## config.mk

```make
export PLATFORM = sky130hd
export DESIGN_NAME = id_ex_stage_flat
export DESIGN_NICKNAME = d
export VERILOG_FILES = /design/src/rtl/id_ex_if.sv /design/src/rtl/id_ex_stage.sv /design/src/flat_wrapper.sv
export SDC_FILE = /design/constraint.sdc
export NUM_CORES = 1
export LEC_CHECK = 0
export BUFFER_PORTS_ARGS = -buffer_cell sky130_fd_sc_hd__buf_2
export CORE_AREA = 3 3 148 150
export DETAILED_ROUTE_END_ITERATION = 10
export DIE_AREA = 0 0 151 153
export GPL_TIMING_DRIVEN = 0
export PLACE_DENSITY_LB_ADDON = 0.25
export RECOVER_POWER = 100
export SETUP_SLACK_MARGIN = 0.2
export SYNTH_ARGS = -nofsm -noshare
export SYNTH_HDL_FRONTEND = slang
export SYNTH_SLANG_ARGS = --single-unit
```

## constraint.sdc

```tcl
create_clock -name clk -period 2.8 [get_ports clk]
set_clock_uncertainty 0.1 [all_clocks]
set_input_delay 0.14 -clock clk [delete_from_list [all_inputs] [get_ports clk]]
set_output_delay 0.14 -clock clk [all_outputs]
set_load 0.01 [all_outputs]
```

## src/rtl/id_ex_if.sv

```systemverilog
// ID/EX stage bus: upstream handshake and decoded fields, MEM/WB bypass inputs,
// and the execute-side handshake with ALU-ready operands.
interface id_ex_if #(
   parameter int unsigned XLEN = 32
) ();
   logic            flush;
   logic            in_valid;
   logic            in_ready;
   logic [2:0]      id_ALUop;
   logic [2:0]      id_funct3;
   logic [4:0]      id_ALUctl;
   logic [4:0]      id_rs1_addr;
   logic [4:0]      id_rs2_addr;
   logic [4:0]      id_rd_addr;
   logic [XLEN-1:0] id_rs1_data;
   logic [XLEN-1:0] id_rs2_data;
   logic [XLEN-1:0] id_imm;
   logic [XLEN-1:0] id_pc;
   logic            id_use_imm;
   logic            mem_fwd_valid;
   logic [4:0]      mem_rd_addr;
   logic [XLEN-1:0] mem_rd_data;
   logic            wb_fwd_valid;
   logic [4:0]      wb_rd_addr;
   logic [XLEN-1:0] wb_rd_data;
   logic            ex_valid;
   logic            ex_ready;
   logic [2:0]      ex_ALUop;
   logic [2:0]      ex_funct3;
   logic [4:0]      ex_ALUctl;
   logic [XLEN-1:0] ex_data1;
   logic [XLEN-1:0] ex_data2;
   logic [XLEN-1:0] ex_store_data;
   logic [4:0]      ex_rd_addr;
   logic [XLEN-1:0] ex_pc;

   modport master (
      output flush, in_valid, id_ALUop, id_funct3, id_ALUctl,
             id_rs1_addr, id_rs2_addr, id_rd_addr, id_rs1_data, id_rs2_data,
             id_imm, id_pc, id_use_imm,
             mem_fwd_valid, mem_rd_addr, mem_rd_data,
             wb_fwd_valid, wb_rd_addr, wb_rd_data, ex_ready,
      input  in_ready, ex_valid, ex_ALUop, ex_funct3, ex_ALUctl,
             ex_data1, ex_data2, ex_store_data, ex_rd_addr, ex_pc
   );

   modport slave (
      input  flush, in_valid, id_ALUop, id_funct3, id_ALUctl,
             id_rs1_addr, id_rs2_addr, id_rd_addr, id_rs1_data, id_rs2_data,
             id_imm, id_pc, id_use_imm,
             mem_fwd_valid, mem_rd_addr, mem_rd_data,
             wb_fwd_valid, wb_rd_addr, wb_rd_data, ex_ready,
      output in_ready, ex_valid, ex_ALUop, ex_funct3, ex_ALUctl,
             ex_data1, ex_data2, ex_store_data, ex_rd_addr, ex_pc
   );
endinterface

```

## src/rtl/id_ex_stage.sv

```systemverilog
// ID/EX pipeline register with MEM/WB operand forwarding and WB refresh of held operands.
// Bypass logic is present only when ID_EX_FWD_EN is defined; otherwise outputs are stored data.
module id_ex_stage (
   input logic   clk,
   input logic   rst_n,
   id_ex_if.slave bus
);
   localparam int unsigned XLEN = 32;
   localparam int unsigned RW   = 5;

   logic            r_valid;
   logic [2:0]      r_alu_op;
   logic [2:0]      r_funct3;
   logic [4:0]      r_alu_ctl;
   logic [RW-1:0]   r_rs1_addr;
   logic [RW-1:0]   r_rs2_addr;
   logic [RW-1:0]   r_rd_addr;
   logic [XLEN-1:0] r_rs1_data;
   logic [XLEN-1:0] r_rs2_data;
   logic [XLEN-1:0] r_imm;
   logic [XLEN-1:0] r_pc;
   logic            r_use_imm;

   logic            w_accept;
   logic [XLEN-1:0] w_load_rs1;
   logic [XLEN-1:0] w_load_rs2;
   logic [XLEN-1:0] w_held_rs1;
   logic [XLEN-1:0] w_held_rs2;
   logic [XLEN-1:0] w_fwd_rs1;
   logic [XLEN-1:0] w_fwd_rs2;

   assign bus.in_ready = !r_valid || bus.ex_ready;
   assign w_accept     = bus.in_valid && bus.in_ready;

`ifdef ID_EX_FWD_EN
   logic w_wb_id1, w_wb_id2, w_wb_q1, w_wb_q2, w_mem_q1, w_mem_q2;

   assign w_wb_id1 = bus.wb_fwd_valid && (bus.wb_rd_addr == bus.id_rs1_addr) && (bus.id_rs1_addr != '0);
   assign w_wb_id2 = bus.wb_fwd_valid && (bus.wb_rd_addr == bus.id_rs2_addr) && (bus.id_rs2_addr != '0);
   assign w_wb_q1  = bus.wb_fwd_valid && (bus.wb_rd_addr == r_rs1_addr) && (r_rs1_addr != '0);
   assign w_wb_q2  = bus.wb_fwd_valid && (bus.wb_rd_addr == r_rs2_addr) && (r_rs2_addr != '0);
   assign w_mem_q1 = bus.mem_fwd_valid && (bus.mem_rd_addr == r_rs1_addr) && (r_rs1_addr != '0);
   assign w_mem_q2 = bus.mem_fwd_valid && (bus.mem_rd_addr == r_rs2_addr) && (r_rs2_addr != '0);

   assign w_load_rs1 = w_wb_id1 ? bus.wb_rd_data : bus.id_rs1_data;
   assign w_load_rs2 = w_wb_id2 ? bus.wb_rd_data : bus.id_rs2_data;
   // WB-refreshed stored value doubles as the low-priority leg of the forward mux
   assign w_held_rs1 = w_wb_q1 ? bus.wb_rd_data : r_rs1_data;
   assign w_held_rs2 = w_wb_q2 ? bus.wb_rd_data : r_rs2_data;
   assign w_fwd_rs1  = w_mem_q1 ? bus.mem_rd_data : w_held_rs1;
   assign w_fwd_rs2  = w_mem_q2 ? bus.mem_rd_data : w_held_rs2;
`else
   logic w_unused_bypass;

   assign w_unused_bypass = ^{bus.mem_fwd_valid, bus.mem_rd_addr, bus.mem_rd_data,
                              bus.wb_fwd_valid, bus.wb_rd_addr, bus.wb_rd_data};
   assign w_load_rs1 = bus.id_rs1_data;
   assign w_load_rs2 = bus.id_rs2_data;
   assign w_held_rs1 = r_rs1_data;
   assign w_held_rs2 = r_rs2_data;
   assign w_fwd_rs1  = r_rs1_data;
   assign w_fwd_rs2  = r_rs2_data;
`endif

   // Single-entry register: flush > accept > drain > hold (with refresh)
   always_ff @(posedge clk or negedge rst_n) begin
      if (!rst_n) begin
         r_valid    <= 1'b0;
         r_alu_op   <= '0;
         r_funct3   <= '0;
         r_alu_ctl  <= '0;
         r_rs1_addr <= '0;
         r_rs2_addr <= '0;
         r_rd_addr  <= '0;
         r_rs1_data <= '0;
         r_rs2_data <= '0;
         r_imm      <= '0;
         r_pc       <= '0;
         r_use_imm  <= 1'b0;
      end else if (bus.flush) begin
         r_valid <= 1'b0;
      end else if (w_accept) begin
         r_valid    <= 1'b1;
         r_alu_op   <= bus.id_ALUop;
         r_funct3   <= bus.id_funct3;
         r_alu_ctl  <= bus.id_ALUctl;
         r_rs1_addr <= bus.id_rs1_addr;
         r_rs2_addr <= bus.id_rs2_addr;
         r_rd_addr  <= bus.id_rd_addr;
         r_rs1_data <= w_load_rs1;
         r_rs2_data <= w_load_rs2;
         r_imm      <= bus.id_imm;
         r_pc       <= bus.id_pc;
         r_use_imm  <= bus.id_use_imm;
      end else if (r_valid && bus.ex_ready) begin
         r_valid <= 1'b0;
      end else if (r_valid) begin
         r_rs1_data <= w_held_rs1;
         r_rs2_data <= w_held_rs2;
      end
   end

   assign bus.ex_valid      = r_valid;
   assign bus.ex_ALUop      = r_alu_op;
   assign bus.ex_funct3     = r_funct3;
   assign bus.ex_ALUctl     = r_alu_ctl;
   assign bus.ex_rd_addr    = r_rd_addr;
   assign bus.ex_pc         = r_pc;
   assign bus.ex_data1      = w_fwd_rs1;
   assign bus.ex_data2      = r_use_imm ? r_imm : w_fwd_rs2;
   assign bus.ex_store_data = w_fwd_rs2;
endmodule
```

## src/flat_wrapper.sv

```systemverilog
// flat-port wrapper written by rule: the top's interface ports become plain ports
module id_ex_stage_flat 
  (clk, rst_n, bus_flush, bus_in_valid, bus_id_ALUop, bus_id_funct3, bus_id_ALUctl, bus_id_rs1_addr, bus_id_rs2_addr, bus_id_rd_addr, bus_id_rs1_data, bus_id_rs2_data, bus_id_imm, bus_id_pc, bus_id_use_imm, bus_mem_fwd_valid, bus_mem_rd_addr, bus_mem_rd_data, bus_wb_fwd_valid, bus_wb_rd_addr, bus_wb_rd_data, bus_ex_ready, bus_in_ready, bus_ex_valid, bus_ex_ALUop, bus_ex_funct3, bus_ex_ALUctl, bus_ex_data1, bus_ex_data2, bus_ex_store_data, bus_ex_rd_addr, bus_ex_pc);
  id_ex_if bus_i ();
  input logic clk;
  input logic rst_n;
  input wire logic [$bits(bus_i.flush)-1:0] bus_flush;
  input wire logic [$bits(bus_i.in_valid)-1:0] bus_in_valid;
  input wire logic [$bits(bus_i.id_ALUop)-1:0] bus_id_ALUop;
  input wire logic [$bits(bus_i.id_funct3)-1:0] bus_id_funct3;
  input wire logic [$bits(bus_i.id_ALUctl)-1:0] bus_id_ALUctl;
  input wire logic [$bits(bus_i.id_rs1_addr)-1:0] bus_id_rs1_addr;
  input wire logic [$bits(bus_i.id_rs2_addr)-1:0] bus_id_rs2_addr;
  input wire logic [$bits(bus_i.id_rd_addr)-1:0] bus_id_rd_addr;
  input wire logic [$bits(bus_i.id_rs1_data)-1:0] bus_id_rs1_data;
  input wire logic [$bits(bus_i.id_rs2_data)-1:0] bus_id_rs2_data;
  input wire logic [$bits(bus_i.id_imm)-1:0] bus_id_imm;
  input wire logic [$bits(bus_i.id_pc)-1:0] bus_id_pc;
  input wire logic [$bits(bus_i.id_use_imm)-1:0] bus_id_use_imm;
  input wire logic [$bits(bus_i.mem_fwd_valid)-1:0] bus_mem_fwd_valid;
  input wire logic [$bits(bus_i.mem_rd_addr)-1:0] bus_mem_rd_addr;
  input wire logic [$bits(bus_i.mem_rd_data)-1:0] bus_mem_rd_data;
  input wire logic [$bits(bus_i.wb_fwd_valid)-1:0] bus_wb_fwd_valid;
  input wire logic [$bits(bus_i.wb_rd_addr)-1:0] bus_wb_rd_addr;
  input wire logic [$bits(bus_i.wb_rd_data)-1:0] bus_wb_rd_data;
  input wire logic [$bits(bus_i.ex_ready)-1:0] bus_ex_ready;
  output wire logic [$bits(bus_i.in_ready)-1:0] bus_in_ready;
  output wire logic [$bits(bus_i.ex_valid)-1:0] bus_ex_valid;
  output wire logic [$bits(bus_i.ex_ALUop)-1:0] bus_ex_ALUop;
  output wire logic [$bits(bus_i.ex_funct3)-1:0] bus_ex_funct3;
  output wire logic [$bits(bus_i.ex_ALUctl)-1:0] bus_ex_ALUctl;
  output wire logic [$bits(bus_i.ex_data1)-1:0] bus_ex_data1;
  output wire logic [$bits(bus_i.ex_data2)-1:0] bus_ex_data2;
  output wire logic [$bits(bus_i.ex_store_data)-1:0] bus_ex_store_data;
  output wire logic [$bits(bus_i.ex_rd_addr)-1:0] bus_ex_rd_addr;
  output wire logic [$bits(bus_i.ex_pc)-1:0] bus_ex_pc;
  assign bus_i.flush = bus_flush;
  assign bus_i.in_valid = bus_in_valid;
  assign bus_i.id_ALUop = bus_id_ALUop;
  assign bus_i.id_funct3 = bus_id_funct3;
  assign bus_i.id_ALUctl = bus_id_ALUctl;
  assign bus_i.id_rs1_addr = bus_id_rs1_addr;
  assign bus_i.id_rs2_addr = bus_id_rs2_addr;
  assign bus_i.id_rd_addr = bus_id_rd_addr;
  assign bus_i.id_rs1_data = bus_id_rs1_data;
  assign bus_i.id_rs2_data = bus_id_rs2_data;
  assign bus_i.id_imm = bus_id_imm;
  assign bus_i.id_pc = bus_id_pc;
  assign bus_i.id_use_imm = bus_id_use_imm;
  assign bus_i.mem_fwd_valid = bus_mem_fwd_valid;
  assign bus_i.mem_rd_addr = bus_mem_rd_addr;
  assign bus_i.mem_rd_data = bus_mem_rd_data;
  assign bus_i.wb_fwd_valid = bus_wb_fwd_valid;
  assign bus_i.wb_rd_addr = bus_wb_rd_addr;
  assign bus_i.wb_rd_data = bus_wb_rd_data;
  assign bus_i.ex_ready = bus_ex_ready;
  assign bus_in_ready = bus_i.in_ready;
  assign bus_ex_valid = bus_i.ex_valid;
  assign bus_ex_ALUop = bus_i.ex_ALUop;
  assign bus_ex_funct3 = bus_i.ex_funct3;
  assign bus_ex_ALUctl = bus_i.ex_ALUctl;
  assign bus_ex_data1 = bus_i.ex_data1;
  assign bus_ex_data2 = bus_i.ex_data2;
  assign bus_ex_store_data = bus_i.ex_store_data;
  assign bus_ex_rd_addr = bus_i.ex_rd_addr;
  assign bus_ex_pc = bus_i.ex_pc;
  id_ex_stage u_core (.clk(clk), .rst_n(rst_n), .bus(bus_i));
endmodule
```

* Word-level counts from Yosys, hierarchy flattened *
Index checks and enable logic that the tools add are counted.

cells by class
  add/subtract/negate cells = 0
  $mul = 0
  div/mod/pow operators = 0
  $lt $le $gt $ge = 0
  equality and inequality tests = 0
  shift-type cells = 0
  multiplexer cells = 4
  bitwise operators = 1
  reduce and logical (&&, ||, !) cells = 6

operators with widths
  cell               number
  $mux 32            1
  $mux 1             3
  $reduce_bool 3->1  1
  $logic_and 1x1->1  2
  $reduce_and 2->1   1
  $logic_not 1->1    1
  $logic_or 1x1->1   1
  $not 1->1          1

word-level totals
  register bits = 146
  latch bits = 0
  RAM bits = 0
  ROM bits = 0
  input bits = 236
  memories = 0

* Logic depth before layout (Yosys ltp) *
  word-level depth = 5
  depth in mapped cells = 6

* Worst setup path after synthesis *
No wires, ideal clock.

  path type = reg2reg
  start point = register u_core.r_valid, in the netlist u_core.bus.ex_valid
  end point = register u_core.r_pc[0], in the netlist u_core.bus.ex_pc[0]
  arrival time = 1.422 ns
  data required time = 2.575 ns
  path slack = 1.153 ns
  stages on the path, launching flop included = 7
  buffers on the path = 3
  clock period less this slack = 1.647 ns
  path through = dfrtp_1 > nor2b_4 > nor3b_2 > buf_6 > buf_12 > buf_12 > mux2_4

between the ends
  cells in the longest elaborated chain, start to end = 4

RTL lines
  item                        RTL line           source
  from (decl)                 id_ex_stage.sv:11  logic r_valid;
  from (signal assigned)      id_ex_stage.sv:68  r_valid <= 1'b0;
  from (signal assigned)      id_ex_stage.sv:81  r_valid <= 1'b0;
  from (signal assigned)      id_ex_stage.sv:83  r_valid <= 1'b1;
  $logic_not 1->1             id_ex_stage.sv:32  assign bus.in_ready = !r_valid || bus.ex_ready;
  $logic_or 1x1->1            id_ex_stage.sv:32
  $logic_and 1x1->1           id_ex_stage.sv:33  assign w_accept = bus.in_valid && bus.in_ready;
  $reduce_and 2->1 (no line)  -
  to (signal assigned)        id_ex_stage.sv:93  r_pc <= bus.id_pc;
  to (decl)                   id_ex_stage.sv:21  logic [XLEN-1:0] r_pc;

Every way passes these cells.
A chain may end at the register's enable or synchronous reset.

* Worst setup path in the final report *
  start point = register u_core.r_use_imm
  end point = output port bus_ex_data2[19]

between the ends
  cells in the longest elaborated chain, start to end = 1

RTL lines
  item                    RTL line            source
  from (decl)             id_ex_stage.sv:22   logic r_use_imm;
  from (signal assigned)  id_ex_stage.sv:94   r_use_imm <= bus.id_use_imm;
  $mux 32                 id_ex_stage.sv:110  assign bus.ex_data2 = r_use_imm ? r_imm : w_fwd_rs2;
  to (decl)               flat_wrapper.sv:33  output wire logic [$bits(bus_i.ex_data2)-1:0] bus_ex_data2;

Every way passes these cells.

==> impl_results.md <==
* Status: finished with violations
* Failing checks: max-capacitance violations, max-slew violations
* First DRT Iteration DRCs at 78
* Seq pwr share at 41.1%
* Crit path top cell by count: clkbuf_1
* RSZ-0062 raised after global routing: no
* Hold Path Class: in2reg
* CTS root buffer: clkbuf_16
* Delay of the slowest critical-path stage at 0.55 ns
* P_sw at 1840 uW
* Die H at 153 um
* Io pins at 382
* Setup bufs post-CTS at 0
* Wirelength per Cell at 15.8 um
* Synth top cells by count: dfrtp_1 (146), mux2_2 (127), mux2_4 (50), buf_4 (9), buf_12 (6)
* Worst VDD drop at 0.000329 V
* Seq/Total Area, Yosys at 60.0%
* Final Cycle Share at 85.5%
* Pwr Total at 6530 uW
* Hold Violations, Final at 0
* Ys async rst share at 100%
* Clk_lat worst skew at 0.41 ns
* Crit-path cells: clkbuf_1 -> clkbuf_1 -> mux2_2 -> clkbuf_1
* Final HPWL DP at 11,700 um
* Max-cap viol count at 1
* WP buf/inv at 3
* Crit path DAT at 2.16 ns
* Synth cell types at 12
* Fmax at 0.417 GHz
* Critical path's top delay family: buffers and inverters
* Most area-consuming cells after synthesis: dfrtp_1 (60%), mux2_2 (23%), mux2_4 (12%), buf_12 (2.0%), buf_4 (1.1%)
* Vias in the first global route at 5,321
* Global-route wire length before repair at 27,700 um
* DRC viols at 0
* Gr usage total at 15.1%
* Critical path required time at 2.56 ns
* Die W at 151 um
* Initial antenna violation count at 0
* Slowest-stage cell, CP: clkbuf_1
* FP Rows at 53
* CTS H-tree lvls at 4
* Post-route ant nets at 0
* Top-area cell type share of the netlist area at 60.0%
* Max clock buf depth at 2
* CTS tree: done
* Ant. Diodes at 0
* Slew margin rel. at -8.03%
* Leading area contributor after synthesis: dfrtp_1
* Final Routed Wirelength at 17,300 um
* Share of power burned in the clock network at 36.3%
* First drt pass iteration count at 4
* Die ar. at 0.0231 mm2
* Layout net count at 1,047
* Dominant synthesized flop cell: dfrtp_1
* Post-Syn Area per Cell at 17.5 um2
* Final instance area at 0.00966 mm2
* Cells after synthesis at 348
* Clk slew on worst S/H paths at 0.06 ns
* DP Area at 0.00794 mm2
* Vias at 4,670
* Internal power at 4690 uW
* CTS buffer count at 17
* Layout cells sized above 1 at 40.4%
* Cell area after synthesis at 0.00609 mm2
* Worst-Margin Slew at 1.62 ns
* Cell leakage power at 0.00423 uW
* RePlAce Congestion at 0.767
* Synth-to-layout area growth at 58.6%
* Pins over their slew limit at 63
* Port bufs at 295
* Starting Density at 29.2%
* CTS sink count at 146
* Net Sw Frac at 28.2%
* Warnings from Yosys at 0
* PD cells at 677 mW/mm2
* Total gr overflow at 0
* Min Tclk post-route at 2.40 ns
* Gate power share at 22.7%
* Syn_nets at 584
* Number of flops mapped to enable cells by yosys at 0
* Yosys reg bits at 146
* Largest net degree at the start of global routing at 85
* Worst Setup End Kind: primary output
* Crit Path Max Fanout at 10
* Most common cell in the netlist: dfrtp_1
* Final Setup Violations at 0
* Vias per cell at 4.25
* Crit Path Class: reg2out
* Core Area at 0.0208 mm2
* Crit path launch type: flop
## logic make-up (layout without fill, tap and decap cells)
| logic type | Yosys count | count (layout) | synth area share [%] |
|---|---|---|---|
| buffers and inverters | 21 | 497 | 3.64 |
| AND/OR/NAND/NOR | 4 | 4 | 0.555 |
| multiplexers | 177 | 177 | 35.8 |
| flip-flops | 146 | 146 | 60.0 |
## cells in the final DEF, fill, tap and decap left out
master,n
buf_2,154
dlygate4sd3_1,148
clkbuf_1,146
dfrtp_1,146
mux2_2,125
mux2_1,47
clkbuf_16,17
clkbuf_2,7
buf_12,6
mux2_4,5
buf_4,3
bufinv_16,3
inv_6,3
clkinvlp_4,3
nor2_1,2
clkinv_4,2
nor2b_1,1
inv_1,1
nor3b_2,1
clkbuf_8,1
inv_8,1
clkinv_2,1
buf_16,1
## final cells by class
type,count,area (um2)
Fill cell,1969,11200
Clock buffer,19,443
Clock inverter,13,173
Buffer,20,193
Sequential cell,146,3650
Multi-Input combinational cell,181,2040
Timing Repair Buffer,444,2810
Inverter,1,3.75
Tap cell,275,344
## routing by layer
layer  routed length [um]  part of all wire, %  track usage, %  up-vias
met5                    0                    0               0        -
met4                  145                 0.84            3.93        0
met3                 1510                  8.7            5.46       10
met2                 8900                   51            27.3      201
met1                 6790                   39            16.6     2293
li1                     -                    -               -     2166
## power by group through the flow
stage	sequential, uW	combinational [uW]	clock (uW)
after global routing	2730	1610	2540
after CTS	2680	1710	2450
after global placement	2690	1520	0
final	2680	1480	2370
after floorplan	2810	725	0
after detailed placement	2710	1540	0
## worst register-to-register path, cell delays in order, from the launching register on
cell      delay [ns]
dfrtp_1         0.39
nor2b_1         0.17
nor3b_2         0.15
clkbuf_1        0.55
clkbuf_2        0.44
mux2_2          0.39
## through the flow
stage | TNS, ns | util (%) | worst slack (ns) | cells | hold slack [ns]
after floorplan | 0 | - | 1.15 | 348 | -0.256
after detailed placement | 0 | 38.2 | 0.975 | 919 | 0.0600
final | 0 | 46.4 | 0.405 | 1099 | 0.372
after global routing | 0 | 46.4 | 0.210 | 1099 | 0.360
after CTS | 0 | 48.2 | 0.499 | 1099 | 0.183
after global placement | -78.34 | 38.0 | -0.551 | 918 | 0.229
## timing repair
action | in CTS | in global routing
hold buffers | 148 | 0
endpoints found under the hold margin | 208 | 0
gates resized for setup | 0 | 0
## sequential cells by signal, indices dropped and copies added, names as in the netlist
signal	cells
u_core.bus.ex_store_data	32
u_core.bus.ex_rd_addr	5
u_core.bus.ex_data1	32
u_core.bus.ex_ALUctl	5
u_core.r_imm	32
u_core.r_use_imm	1
u_core.bus.ex_valid	1
u_core.bus.ex_pc	32
u_core.bus.ex_ALUop	3
u_core.bus.ex_funct3	3
## final timing paths
path	slack (ns)	depth (start not counted)	end	startpoint
min in group asynchronous	0.56	2	u_core.bus.ex_pc[14]	rst_n
max in group asynchronous	0.91	3	u_core.bus.ex_rd_addr[3]	rst_n
setup / recovery	0.40	4	bus_ex_data2[19]	u_core.r_use_imm
hold reg to reg	0.38	1	u_core.r_imm[2]	u_core.r_imm[2]
hold / removal	0.37	3	u_core.r_imm[25]	bus_id_imm[25]
setup reg to reg	0.50	5	u_core.bus.ex_store_data[26]	u_core.bus.ex_valid
No activity file was read; power rests on OpenSTA's default activity.
